$ cat config.mk
export PLATFORM = sky130hd
export DESIGN_NAME = alu_mc
export DESIGN_NICKNAME = d
export VERILOG_FILES = /design/src/rtl/alu_mc.sv
export SDC_FILE = /design/constraint.sdc
export NUM_CORES = 2
export LEC_CHECK = 0
export BUFFER_PORTS_ARGS = -buffer_cell sky130_fd_sc_hd__buf_2
export CAP_MARGIN = 0
export CORE_MARGIN = 10
export CORE_UTILIZATION = 55
export CTS_CLUSTER_DIAMETER = 30
export DETAILED_ROUTE_END_ITERATION = 7
export PLACE_DENSITY = 0.71
export SLEW_MARGIN = 5
export SYNTH_ARGS = -nofsm -noshare
export SYNTH_HDL_FRONTEND = slang
export SYNTH_SLANG_ARGS = --single-unit
export TNS_END_PERCENT = 20
$ cat constraint.sdc
create_clock -name clk -period 16.95 [get_ports clk]
set_clock_uncertainty 0.05 [all_clocks]
set_input_delay 3.39 -clock clk [delete_from_list [all_inputs] [get_ports clk]]
set_output_delay 3.39 -clock clk [all_outputs]
set_load 0.005 [all_outputs]
$ cat src/rtl/alu_mc.sv
// Multi-cycle RV32I/RV32M ALU with a valid/ready handshake.
// Shared counter paces both the fixed-latency path (MUL state) and the restoring divider (DIV state).
module alu_mc #(
  parameter int WIDTH   = 32,
  parameter int MUL_LAT = 2
) (
  input  logic             clk,
  input  logic             rst,
  input  logic             in_valid,
  output logic             in_ready,
  input  logic [4:0]       ctrl,
  input  logic [WIDTH-1:0] a,
  input  logic [WIDTH-1:0] b,
  output logic             out_valid,
  input  logic             out_ready,
  output logic [WIDTH-1:0] y,
  output logic             dz,
  output logic             busy
);

  localparam int SW = $clog2(WIDTH);
  localparam int CW = $clog2(WIDTH + MUL_LAT + 1) + 1;

  typedef enum logic [1:0] {IDLE, MUL, DIV, DONE} state_t;

  state_t           state;
  logic [4:0]       op;
  logic [WIDTH-1:0] opa, opb;
  logic [CW-1:0]    cnt;
  logic [WIDTH-1:0] rem, quo, dvs;

  logic                 is_mul_in, is_div_in, signed_in;
  logic [WIDTH-1:0]     mag_a, mag_b;
  logic [SW-1:0]        shamt;
  logic [2*WIDTH-1:0]   a_ext, b_ext, prod;
  logic [WIDTH-1:0]     alu_res;
  logic                 div_signed, div_zero, div_ovf;
  logic [WIDTH-1:0]     q_fix, r_fix, div_res, special_res;
  logic [WIDTH:0]       shifted, diff;

  assign in_ready  = (state == IDLE);
  assign busy      = (state != IDLE);
  assign out_valid = (state == DONE);

  assign is_mul_in = (ctrl >= 5'd10) && (ctrl <= 5'd13);
  assign is_div_in = (ctrl >= 5'd14) && (ctrl <= 5'd17);
  assign signed_in = (ctrl == 5'd14) || (ctrl == 5'd16);
  assign mag_a     = (signed_in && a[WIDTH-1]) ? -a : a;
  assign mag_b     = (signed_in && b[WIDTH-1]) ? -b : b;

  // Operands are extended to 2*WIDTH so one unsigned multiply covers every MUL variant
  assign shamt = opb[SW-1:0];
  assign a_ext = (op == 5'd11 || op == 5'd12) ? {{WIDTH{opa[WIDTH-1]}}, opa} : {{WIDTH{1'b0}}, opa};
  assign b_ext = (op == 5'd11) ? {{WIDTH{opb[WIDTH-1]}}, opb} : {{WIDTH{1'b0}}, opb};
  assign prod  = a_ext * b_ext;

  always_comb begin
    alu_res = '0;
    case (op)
      5'd0:  alu_res = opa + opb;
      5'd1:  alu_res = opa - opb;
      5'd2:  alu_res = opa & opb;
      5'd3:  alu_res = opa | opb;
      5'd4:  alu_res = opa ^ opb;
      5'd5:  alu_res = opa << shamt;
      5'd6:  alu_res = opa >> shamt;
      5'd7:  alu_res = $signed(opa) >>> shamt;
      5'd8:  alu_res = {{(WIDTH-1){1'b0}}, $signed(opa) < $signed(opb)};
      5'd9:  alu_res = {{(WIDTH-1){1'b0}}, opa < opb};
      5'd10: alu_res = prod[WIDTH-1:0];
      5'd11, 5'd12, 5'd13: alu_res = prod[2*WIDTH-1:WIDTH];
      default: alu_res = '0;
    endcase
  end

  assign div_signed  = (op == 5'd14) || (op == 5'd16);
  assign div_zero    = (opb == '0);
  assign div_ovf     = div_signed && (opa == {1'b1, {(WIDTH-1){1'b0}}}) && (opb == '1);
  assign special_res = div_zero ? ((op == 5'd14 || op == 5'd15) ? '1 : opa)
                                : ((op == 5'd14) ? opa : '0);

  assign shifted = {rem, quo[WIDTH-1]};
  assign diff    = shifted - {1'b0, dvs};

  // Quotient sign is the XOR of operand signs; remainder follows the dividend
  assign q_fix   = (div_signed && (opa[WIDTH-1] ^ opb[WIDTH-1])) ? -quo : quo;
  assign r_fix   = (div_signed && opa[WIDTH-1]) ? -rem : rem;
  assign div_res = (op == 5'd14 || op == 5'd15) ? q_fix : r_fix;

  always_ff @(posedge clk or posedge rst) begin
    if (rst) begin
      state <= IDLE;
      op    <= '0;
      opa   <= '0;
      opb   <= '0;
      cnt   <= '0;
      rem   <= '0;
      quo   <= '0;
      dvs   <= '0;
      y     <= '0;
      dz    <= 1'b0;
    end else begin
      case (state)
        IDLE: begin
          if (in_valid) begin
            op  <= ctrl;
            opa <= a;
            opb <= b;
            rem <= '0;
            quo <= mag_a;
            dvs <= mag_b;
            if (is_div_in) begin
              state <= DIV;
              cnt   <= '0;
            end else begin
              state <= MUL;
              cnt   <= is_mul_in ? CW'(MUL_LAT) : CW'(1);
            end
          end
        end
        MUL: begin
          if (cnt == CW'(1)) begin
            y     <= alu_res;
            dz    <= 1'b0;
            state <= DONE;
          end else begin
            cnt <= cnt - CW'(1);
          end
        end
        DIV: begin
          if (cnt == '0 && (div_zero || div_ovf)) begin
            y     <= special_res;
            dz    <= div_zero;
            state <= DONE;
          end else if (cnt == CW'(WIDTH)) begin
            y     <= div_res;
            dz    <= 1'b0;
            state <= DONE;
          end else begin
            rem <= diff[WIDTH] ? shifted[WIDTH-1:0] : diff[WIDTH-1:0];
            quo <= {quo[WIDTH-2:0], ~diff[WIDTH]};
            cnt <= cnt + CW'(1);
          end
        end
        DONE: begin
          if (out_ready) state <= IDLE;
        end
        default: state <= IDLE;
      endcase
    end
  end

endmodule

==> results by stage <==
Synth:
- The number of synthesized flops with an enable pin is 0.
- The number of warnings printed during yosys synthesis is 0.
- The share of synthesized registers carrying an async set or reset is 100%.
- The number of distinct standard cells referenced by the synthesized netlist is roughly 100.
- The share of the synthesized area in compound gates (AO/OA/AOI/OAI) is 12.0%.
- Synthesis produced a netlist whose cell count is 8096.
- The post-synthesis net count is 10.0k.
- The sequential area share after synthesis is between 7 and 8%.
- Summing the areas of all xor and xnor instances in the mapped netlist gives 3.21% of the synthesized area.
- The post-synthesis sequential element count is 206.
- After synthesis, the largest family of logic cells by area is adder cells.
- The mean cell area of the mapped netlist is 8.55 um2.
- The most used flip-flop cell after synthesis is sky130_fd_sc_hd__dfrtp_1.
- Multiplexer cells account for 3.44% of the synthesized area.
- The simple-gate portion of the synthesized area is 12.9%.
- Summing the areas of all fa, ha and maj instances in the mapped netlist gives 49.3% of the synthesized area.
- The mapped cell area is 69200 um2.

Cells and area:
- The final layout contains 9917 nets.
- Excluding fillers, the count of instances in the completed layout stands at just under 10k.
- The post-route netlist has under 10% of its cells at a drive strength greater than 1.
- The final instance area is roughly 74000 um2.
- The area growth from synthesis to layout is 6.25%.

Global route:
- The wire length of the first global-routing pass is 410 mm.
- For this run, the total global-route usage over all layers was measured as between 30% and 40%.
- Entering global routing, the biggest net connects 82 pins.
- The number of global-route vias before repair was 62.2k.
- The sum of overflow across all layers after global routing is 0.
- The number of antenna violations at the first check in global routing is 22.

Route:
- Detailed routing inserted a total of 59.9k vias.
- The post-route antenna net violation count is 0.
- The mean number of vias per cell is 6.20.
- The total DRC errors in the routed layout is 0.
- The total met3 wirelength after detailed routing is 32.7 mm.
- The wire length reported by the detailed router is 277 mm.
- The number of detailed-routing iterations run before antenna repair is 6.
- The count of routing violations after the opening detailed-route iteration is 6959.
- The detailed router used layers up to and including met5.
- The met1 routed wirelength after detailed routing is 102 mm.
- The wire length per cell after detailed routing is 28.7 um.
- The length of routed met2 wiring is 120 mm.

Place:
- Once placement finished, the instance area stood at 71400 um2.
- The number of placed instances, taps included, is 9561.
- The HPWL after detailed placement is 219 mm.
- Routability-driven placement finished with a final weighted congestion of ~1.0.
- The port buffer count is 108.

Timing:
- Derived from the worst setup path, the maximum achievable clock frequency is 87.4 MHz.
- Of the available clock period, the critical path in the final layout requires 67.5%.
- The worst slack on hold paths is about 430 ps.
- In this run the tightest slew margin relative to its limit is between 10% and 20%.
- The hold violation total from the final report came to 0.
- Adding up every negative setup slack in the final design gives 0 ps.
- The final period demand of the worst path is 11450 ps.
- Setup repair after global routing left no endpoint under its margin.
- At the pin with the least slew margin, the transition time is 1280 ps.
- The number of pins exceeding their max-slew limit in the final report is 0.
- The count of final setup violators is 0.

Critical path:
- The stage delay of the slowest cell on the critical path is 940 ps.
- The data required time of the worst path is 17360 ps.
- The most used cell along the critical path is sky130_fd_sc_hd__fa_1.
- The worst setup path is of the flip-flop to flip-flop kind.
- The critical-path maximum fanout is 30.
- The critical path's slowest cell is sky130_fd_sc_hd__fa_1.
- The worst setup path is captured at a flip-flop.
- The critical path launch point type is a flip-flop.
- At the worst endpoint, the arrival time is 11860 ps.

Floorplan:
- The total die area is 140000 um2.
- The horizontal die dimension is 375 um.
- After floorplanning, the core was sized to cover 125000 um2.
- The top-level port count is 109.
- Once the floorplan was initialized, standard cells occupied 55.3% of the core.
- The floorplan has 130 rows.
- From bottom edge to top edge, the die measures 375 um.

Clocking:
- Clock latency on the worst-skew pair, taken at its later pin, is about 600 ps.
- The number of buffers between clock root and the deepest sink is 3.
- The number of CTS-inserted buffers is between 50 and 60.
- CTS saw between 200 and 250 sinks.
- The CTS tree is done.
- The number of instances resized during post-cts repair is 0.
- The number of buffers inserted for hold repair after clock tree synthesis is 0.
- The tree is rooted in a sky130_fd_sc_hd__clkbuf_16.
- The H-tree generated during clock tree synthesis spans 2 levels.
- The clock edge transition at the registers on the reported setup and hold paths is ~50 ps.
- The post-CTS setup-driven buffer insertion count is 0.

Hold path:
- The min-delay analysis places its worst path in the category flip-flop to flip-flop.

Run status:
- The run finished with clean final reports.

Flow run:
- The number of max-cap violations is 0.
[layer usage]
metal	up-vias	global-route usage, %
li1	25000	-
met1	30400	49.5
met2	3559	59.5
met3	943	11.4
met4	24	25.7
met5	-	0
[cells by family (layout without fill, tap and decap cells)]
logic type,after synthesis,count (layout)
AO/OA/AOI/OAI,1293,1293
other,0,4
multiplexers,192,192
adder cells (fa/ha/maj),1872,1872
AND/OR/NAND/NOR,2118,2118
XOR/XNOR,254,254
buffers and inverters,2161,2087
flip-flops,206,206
[cell type report]
type | instances | area, um2
Multi-Input combinational cell | 5729 | 56000
Fill cell | 11300 | 51700
Inverter | 1708 | 6420
Sequential cell | 206 | 5170
Tap cell | 1650 | 2060
Timing Repair Buffer | 268 | 1740
Clock buffer | 76 | 1660
Clock inverter | 35 | 472
Antenna cell | 4 | 10.0
[layout by cell type, fill, tap and decap left out, types with 35 or more instances in the layout]
cell / instances
sky130_fd_sc_hd__a21o_1: 75
sky130_fd_sc_hd__xnor2_1: 147
sky130_fd_sc_hd__nor3_1: 69
sky130_fd_sc_hd__dfrtp_1: 198
sky130_fd_sc_hd__o21ai_1: 54
sky130_fd_sc_hd__nand2b_1: 36
sky130_fd_sc_hd__and2_1: 35
sky130_fd_sc_hd__nor2_1: 654
sky130_fd_sc_hd__mux2_2: 77
sky130_fd_sc_hd__a211oi_1: 51
sky130_fd_sc_hd__ha_1: 449
sky130_fd_sc_hd__o21bai_1: 36
sky130_fd_sc_hd__buf_2: 108
sky130_fd_sc_hd__a31oi_1: 37
sky130_fd_sc_hd__a21oi_1: 331
sky130_fd_sc_hd__o211ai_1: 55
sky130_fd_sc_hd__o21ai_0: 305
sky130_fd_sc_hd__nand3_1: 55
sky130_fd_sc_hd__xor2_1: 107
sky130_fd_sc_hd__nor4_1: 38
sky130_fd_sc_hd__fa_1: 1422
sky130_fd_sc_hd__buf_4: 160
sky130_fd_sc_hd__nand2_1: 1055
sky130_fd_sc_hd__o31ai_1: 45
sky130_fd_sc_hd__clkbuf_16: 60
sky130_fd_sc_hd__mux2i_1: 85
sky130_fd_sc_hd__inv_1: 1678
[worst paths after layout]
check / start / slack (ps) / end / cells after the start
setup / recovery: op[1] / 5500 / y[31] / 30
max in group asynchronous: rst / 11830 / opb[3] / 4
setup reg to reg: op[1] / 5500 / y[31] / 30
hold reg to reg: dvs[27] / 430 / dvs[27] / 2
min in group asynchronous: rst / 2840 / rem[11] / 2
hold / removal: dvs[27] / 430 / dvs[27] / 2
[state kept, by name, summed over array words and instances, names as in the netlist]
name   cells
opa       32
y         32
rem       32
opb       32
cnt        7
dvs       31
quo       32
state      2
dz         1
op         5
[per-stage QoR]
| stage | util, % | setup slack, ps |
|---|---|---|
| 2_1_floorplan | - | 6780 |
| 3_3_place_gp | 57.0 | 5950 |
| 3_5_place_dp | 57.0 | 5720 |
| 4_1_cts | 58.7 | 5660 |
| 5_1_grt | 58.7 | 4970 |
| 6_report | 58.7 | 5500 |
[cell usage after synthesis (56+ instances only)]
library cell	n	area share [%]
sky130_fd_sc_hd__nor3_1	73	0.53
sky130_fd_sc_hd__fa_1	1422	41
sky130_fd_sc_hd__o21ai_0	305	2.2
sky130_fd_sc_hd__buf_1	101	0.55
sky130_fd_sc_hd__dfrtp_1	206	7.4
sky130_fd_sc_hd__xnor2_1	147	1.9
sky130_fd_sc_hd__nor2_1	656	3.6
sky130_fd_sc_hd__xor2_1	107	1.4
sky130_fd_sc_hd__nand2_1	1056	5.7
sky130_fd_sc_hd__clkbuf_1	332	1.8
sky130_fd_sc_hd__mux2i_1	85	1.2
sky130_fd_sc_hd__a21o_1	75	0.81
sky130_fd_sc_hd__mux2_2	77	1.3
sky130_fd_sc_hd__ha_1	450	8.1
sky130_fd_sc_hd__o21ai_1	56	0.40
sky130_fd_sc_hd__a21oi_1	331	2.4
sky130_fd_sc_hd__inv_1	1681	9.1
[critical path: cells and delay by family (launching register included)]
family | cells | cell delay, ps
AO/OA/AOI/OAI | 5 | 1420
adder cells (fa/ha/maj) | 11 | 6590
buffers and inverters | 6 | 730
flip-flops | 1 | 860
AND/OR/NAND/NOR | 8 | 1630
Power is not shown: default switching activity piles up to over one toggle a cycle in this logic, so the estimate is an artifact.
